### config.mk
export PLATFORM = sky130hd
export DESIGN_NAME = timer_irq
export DESIGN_NICKNAME = d
export VERILOG_FILES = /design/src/rtl/timer_irq.sv
export SDC_FILE = /design/constraint.sdc
export NUM_CORES = 1
export LEC_CHECK = 0
export CAP_MARGIN = 25
export CORE_MARGIN = 2
export CORE_UTILIZATION = 50
export DETAILED_ROUTE_END_ITERATION = 16
export GPL_TIMING_DRIVEN = 0
export PLACE_DENSITY = 0.67
export SETUP_SLACK_MARGIN = 0.05
export SLEW_MARGIN = 20
export SYNTH_ARGS = -nofsm -noshare
export SYNTH_HDL_FRONTEND = slang
export SYNTH_SLANG_ARGS = --single-unit
### constraint.sdc
create_clock -name clk -period 8.1 [get_ports clk]
set_clock_uncertainty 0.2 [all_clocks]
set_input_delay 0.81 -clock clk [delete_from_list [all_inputs] [get_ports clk]]
set_output_delay 0.81 -clock clk [all_outputs]
set_load 0.02 [all_outputs]
### src/rtl/timer_irq.sv
// timer_irq: machine timer and interrupt-source unit.
//
// Holds the 64-bit mtime counter, the 64-bit mtimecmp compare register and
// the msip software-interrupt bit behind a valid/ready register port, and
// synchronises the asynchronous external interrupt line into clk.
//
// Ports:
//   clk, rst_n            core clock, asynchronous active-low reset
//   req_valid/req_ready   register request handshake
//   req_write             1 = write, 0 = read
//   req_addr[4:0]         byte offset (bits [1:0] ignored)
//   req_wdata[31:0]       full-word write data
//   resp_valid/resp_ready response handshake (one response outstanding max)
//   resp_rdata[31:0]      read data (0 for writes and errors)
//   resp_error            unmapped offset
//   ext_irq               asynchronous level external interrupt
//   meip, mtip, msip      interrupt-pending levels to the CSR unit
//
// Register map: 0x00 msip, 0x04/0x08 mtimecmp lo/hi, 0x0C/0x10 mtime lo/hi,
// 0x14..0x1C unmapped (error response, no side effect).
module timer_irq #(
  parameter int unsigned PRESCALE = 1
) (
  input  logic        clk,
  input  logic        rst_n,
  input  logic        req_valid,
  output logic        req_ready,
  input  logic        req_write,
  input  logic [4:0]  req_addr,
  input  logic [31:0] req_wdata,
  output logic        resp_valid,
  input  logic        resp_ready,
  output logic [31:0] resp_rdata,
  output logic        resp_error,
  input  logic        ext_irq,
  output logic        meip,
  output logic        mtip,
  output logic        msip
);

  localparam logic [15:0] PRESCALE_LAST = 16'(PRESCALE - 1);

  logic [15:0] presc_cnt;
  logic        tick;
  logic [63:0] mtime;
  logic [63:0] mtimecmp;
  logic        ext_sync_p0;

  logic        accept;
  logic        wr_en;
  logic [2:0]  idx;
  logic        unmapped;
  logic [31:0] rd_data;
  logic        unused_addr;

  assign req_ready   = !resp_valid || resp_ready;
  assign accept      = req_valid && req_ready;
  assign wr_en       = accept && req_write;
  assign idx         = req_addr[4:2];
  assign unmapped    = (idx > 3'd4);
  assign tick        = (presc_cnt == PRESCALE_LAST);
  assign unused_addr = &{1'b0, req_addr[1:0]};

  // Read mux works on pre-edge register contents.
  always_comb begin
    rd_data = 32'd0;
    case (idx)
      3'd0:    rd_data = {31'd0, msip};
      3'd1:    rd_data = mtimecmp[31:0];
      3'd2:    rd_data = mtimecmp[63:32];
      3'd3:    rd_data = mtime[31:0];
      3'd4:    rd_data = mtime[63:32];
      default: rd_data = 32'd0;
    endcase
  end

  // Prescaler keeps running even when software writes mtime.
  always_ff @(posedge clk or negedge rst_n) begin
    if (!rst_n) begin
      presc_cnt <= 16'd0;
    end else if (tick) begin
      presc_cnt <= 16'd0;
    end else begin
      presc_cnt <= presc_cnt + 16'd1;
    end
  end

  // A write to either mtime half suppresses the whole 64-bit increment.
  always_ff @(posedge clk or negedge rst_n) begin
    if (!rst_n) begin
      mtime <= 64'd0;
    end else if (wr_en && idx == 3'd3) begin
      mtime[31:0] <= req_wdata;
    end else if (wr_en && idx == 3'd4) begin
      mtime[63:32] <= req_wdata;
    end else if (tick) begin
      mtime <= mtime + 64'd1;
    end
  end

  always_ff @(posedge clk or negedge rst_n) begin
    if (!rst_n) begin
      mtimecmp <= '1;
      msip     <= 1'b0;
    end else if (wr_en) begin
      case (idx)
        3'd0:    msip            <= req_wdata[0];
        3'd1:    mtimecmp[31:0]  <= req_wdata;
        3'd2:    mtimecmp[63:32] <= req_wdata;
        default: ;
      endcase
    end
  end

  // Registered compare on pre-edge values; external line through two flops.
  always_ff @(posedge clk or negedge rst_n) begin
    if (!rst_n) begin
      mtip        <= 1'b0;
      ext_sync_p0 <= 1'b0;
      meip        <= 1'b0;
    end else begin
      mtip        <= (mtime >= mtimecmp);
      ext_sync_p0 <= ext_irq;
      meip        <= ext_sync_p0;
    end
  end

  // Response register: loads on accept, holds until consumed.
  always_ff @(posedge clk or negedge rst_n) begin
    if (!rst_n) begin
      resp_valid <= 1'b0;
      resp_rdata <= 32'd0;
      resp_error <= 1'b0;
    end else if (accept) begin
      resp_valid <= 1'b1;
      resp_rdata <= (req_write || unmapped) ? 32'd0 : rd_data;
      resp_error <= unmapped;
    end else if (resp_ready) begin
      resp_valid <= 1'b0;
    end
  end

endmodule

Word level (Yosys, flattened, before mapping)
Index checks and enable logic that the tools add are counted.
W data, S select, Z words.
- memory bits (writable): 0
- word-level logic and storage cells: 48
- memories kept: 0
- bits of input ports: 43
- latch bits: 0
- ROM bits: 0
- register bits after elaboration: 182
- output and inout port bits: 38
- bitwise gates (word level): 1
- add/subtract/negate cells: 2
- equal/unequal tests: 5
- shift operators: 0
- $mul: 0
- magnitude comparators: 2
- reductions and logical operators: 17
- div/mod/pow operators: 0
- multiplexer cells: 9
- operator list (cell ; count):
    $pmux W32 S5 ; 1
    $mux W32 ; 4
    $add A64 B1 Y64 const B ; 1
    $ge A64 B64 Y1 ; 1
    $mux W64 ; 1
    $add A16 B1 Y16 const B ; 1
    $logic_not A16 Y1 ; 1
    $mux W16 ; 1
    $reduce_and A2 Y1 ; 5
    $eq A3 B2 Y1 const B ; 2
    $reduce_bool A2 Y1 ; 3
    $logic_and A1 B1 Y1 ; 4
    $eq A3 B1 Y1 const B ; 1
    $eq A3 B3 Y1 const B ; 1
    $gt A3 B3 Y1 const B ; 1
    $logic_not A3 Y1 ; 1
    $logic_or A1 B1 Y1 ; 2
    $mux W1 ; 2
    $ne A2 B2 Y1 const B ; 1
    $logic_not A1 Y1 ; 1
    $not A1 Y1 ; 1

Longest topological paths before layout
- depth after elaboration: 7
- depth in mapped cells: 10
- depth with buffers taken out: 8

Worst setup path after synthesis
OpenSTA, ideal clock, no wires.
- path kind: in2reg
- start: input port req_addr[4]
- end: register mtime[57]
- path slack: 4.996 ns
- data arrival time: 2.786 ns
- buffers on the path: 4
- stages: 8
- data required time: 7.782 ns
- library setup time: 0.118 ns
- cells stage by stage: clkbuf_1 -> nor3b_1 -> and4_1 -> clkbuf_1 -> clkbuf_1 -> buf_1 -> mux2i_1 -> a21o_1
- cells in the longest elaborated chain, start to end: 4
- elaborated cells on any way between the ends: 8
- those cells by class: eq/ne (2); mux (1); bitwise (1); reduce/logical (4)
- ends and longest elaborated chain (what ; RTL line ; text):
    from (decl) ; 29 ; input logic [4:0] req_addr,
    $eq A3 B3 Y1 / $eq A3 B2 Y1 (equally long branches) ; 94, 92 ;
    $logic_and A1 B1 Y1, on equally long branches ; 94, 92 ;
    $reduce_bool A2 Y1 (no source line) / $not A1 Y1 (equally long branches) ; - ;
    $reduce_and A2 Y1 (no source line) ; - ;
    to (signal assigned) ; 95 ; mtime[63:32] <= req_wdata;
    to (signal assigned) ; 97 ; mtime <= mtime + 64'd1;
    to (decl) ; 45 ; logic [63:0] mtime;
Parallel ways exist; a longest one is shown, timed or not.
A chain may end at the register's enable or synchronous reset.

Final worst setup path
- start: input port req_addr[2]
- end: register mtime[57]
The elaborated chain is that of the path after synthesis.

==> run summary <==
Status: completed
Die W: 150 µm
Layout fillers: 1,866
Routed wire length per instance: 22.8 µm
Final setup viols: 0
Most instantiated cells after synthesis: nand2_1, dfrtp_1, inv_1, o21ai_0, ha_1
Setup TNS: 0 ps
Fmax: 256 MHz
Htree depth: 4
DRT antenna net count: 0
Path type of the worst setup path: primary input to flop
Yosys warnings: 0
Number of vias in the routed layout: 9,338
Die Span Y: 150 µm
Minimum clock period: 3900 ps
Final nets: 1,306
First-pass GRT wire length: 52,600 µm
Synth Register Bits: 182
Vias per inst: 6.29
ANT cells: 0
Final Wtd Congestion: 0.968
Netlist cell types: 58
Highest Signal Layer: met4
Post-CTS Hold Fix Bufs: 0
Hold crit path type: primary input to asynchronous set/reset pin
Cells after Synth: 1,098
Synth area leader: dfrtp_1
CTS tree: built
Syn Nets: 1,208
Multi-input logic area: 5470 µm²
CTS clk-pin slew, worst paths: 70 ps
DR WL met3: 2410 µm
Number of max-cap violations: 0
Post-synth ARST share: 1.00
1st-iter DRT viols: 827
Routed wl met2: 15,500 µm
Post-CTS setup buffer count: 0
Vias in the first global route: 8,775
Slew @ Worst Pin: 1120 ps
Post-CTS resize count: 0
CTS max path bufs: 2
DRT Pass-1 Iters: 5
Critical-path maximum fanout: 10
RSZ-0062 raised after global routing: no
GRT Overall Usage: 0.312
Synthesized area: 10,600 µm²
Area delta synth->final: 17.2%
Mean area per synthesized cell: 9.69 µm²
Worst EP arrival: 4040 ps
Std cell rows: 53
Seq/Total Area, Yosys: 0.436
Post-synth EDFFs: 0
Num CTS Buffers: 17
Clk Latency, worst-skew pair: 450 ps
Fraction of layout cells with a size suffix above 1: 0.141
Routed WL: 33,800 µm
Grt ovf: 0
Largest net degree at the start of global routing: 77
Critical Path RT: 8240 ps
Util after Layout: 0.595
Clock sink count: 182
Final Cycle Share: 0.482
Leak: 5.10 nW
Synth Flop Type: dfrtp_1
Synth area leaders: dfrtp_1, dfstp_2, ha_1, mux2_2, nand2_1
Initial antenna violation count: 0
PwrDens: 254 nW/µm²
Crit end category: flop
Drt drc: 0
Initial Util: 0.508
Relative slew slack: 0.251
Met1 wire length: 15,200 µm
Final hold violation count: 0
Startpoint types: primary input
Count leader, synth: nand2_1
IR drop worst, VDD: 0.131 mV
Buffers on Ports: 76
Core footprint: 21,000 µm²
Num ports: 81
Die area: 22,500 µm²
Post-DP HPWL: 24,600 µm
Post-synth top area share: 0.278
Sequential cell area: 4630 µm²
Clk root buf: clkbuf_16
Worst hold margin: 49.2 ps
Final Max Tran Viols: 0
-- per-stage QoR --
stage | power [mW] | worst slack (ps) | instance area (µm²) | std cells
after floorplan | 1.90 | 5000 | 10600 | 1098
after global placement | 2.18 | -1690 | 11700 | 1449
after detailed placement | 2.22 | 3880 | 11800 | 1451
after CTS | 3.16 | 4330 | 12500 | 1483
after global routing | 3.35 | 4080 | 12500 | 1484
final | 3.17 | 4200 | 12500 | 1484
-- critical path, stage by stage --
cell	delay, ps
clkdlybuf4s50_1	520
nor3b_2	730
and4_1	290
clkbuf_1	250
clkbuf_1	460
buf_1	560
mux2i_1	190
a21o_1	210
-- power by group --
part | switching (mW) | internal (mW)
logic | 0.436 | 0.390
clock network | 0.404 | 0.535
registers | 0.255 | 1.15
-- cell type report --
cell class,count,share of cell area
multi-input combinational,775,0.439
inverter,83,0.0250
tap,275,0.0276
sequential,182,0.372
clock buffer,18,0.0352
clock inverter,14,0.0170
timing repair buffer,79,0.0663
buffer,58,0.0182
-- layer usage --
layer	vias up	GRT usage
met1	4666	0.447
met2	381	0.493
li1	4238	-
met5	-	0
met3	53	0.0509
met4	0	0.0811
-- path summary, 6_finish.rpt --
check	end	depth (start not counted)	startpoint	slack [ps]
max in group asynchronous	mtimecmp[21]	2	rst_n	6890
min reg2reg	meip	0	ext_sync_p0	170
max reg2reg	mtime[28]	9	presc_cnt[0]	4430
max	mtime[57]	8	req_addr[2]	4200
min in group clk	meip	0	ext_sync_p0	170
min	resp_rdata[1]	1	rst_n	50
-- state kept, by name, summed over array words and instances, names as in the netlist --
register     cells
mtime           64
mtimecmp        64
resp_rdata      32
presc_cnt       16
ext_sync_p0      1
meip             1
msip             1
mtip             1
resp_error       1
resp_valid       1
-- logic make-up after synthesis --
logic type / Yosys count / share of synthesized area
AO/OA/AOI/OAI: 262 / 0.167
XOR/XNOR: 45 / 0.0370
adder cells (fa/ha/maj): 67 / 0.0788
buffers and inverters: 141 / 0.0506
flip-flops: 182 / 0.436
multiplexers: 69 / 0.0724
AND/OR/NAND/NOR: 332 / 0.159
-- placed cells by master (no fill, tap or decap), types with 5 or more instances in the layout --
cell             netlist  routed
o311ai_0              11      11
dfstp_2               64      64
buf_1                  6       6
a21o_1                10      10
nor3_1                18      18
o31ai_1                5       5
clkbuf_1              50      50
o21ai_0               82      81
a21oi_1               38      38
and3_1                13      13
or3_1                  6       6
nor4_1                12      12
and4_1                11      11
a22oi_1               10      10
mux2_2                64      64
mux2i_1                5       5
or4_1                  5       5
a221oi_1              33      33
xnor2_1               32      32
and2_1                 8       8
a22o_1                34      34
o211ai_1              11      11
ha_1                  67      67
dfrtp_1              118     118
a211oi_1               6       6
nand3_1               39      39
xor2_1                13      13
o22ai_1                5       5
nand2b_1               5       5
nand4_1               41      41
nor2_1                36      36
nand2_1              124     124
clkdlybuf4s50_1        0      75
clkbuf_16              0      17
inv_1                 83      83
No activity file was read; power rests on OpenSTA's default activity.
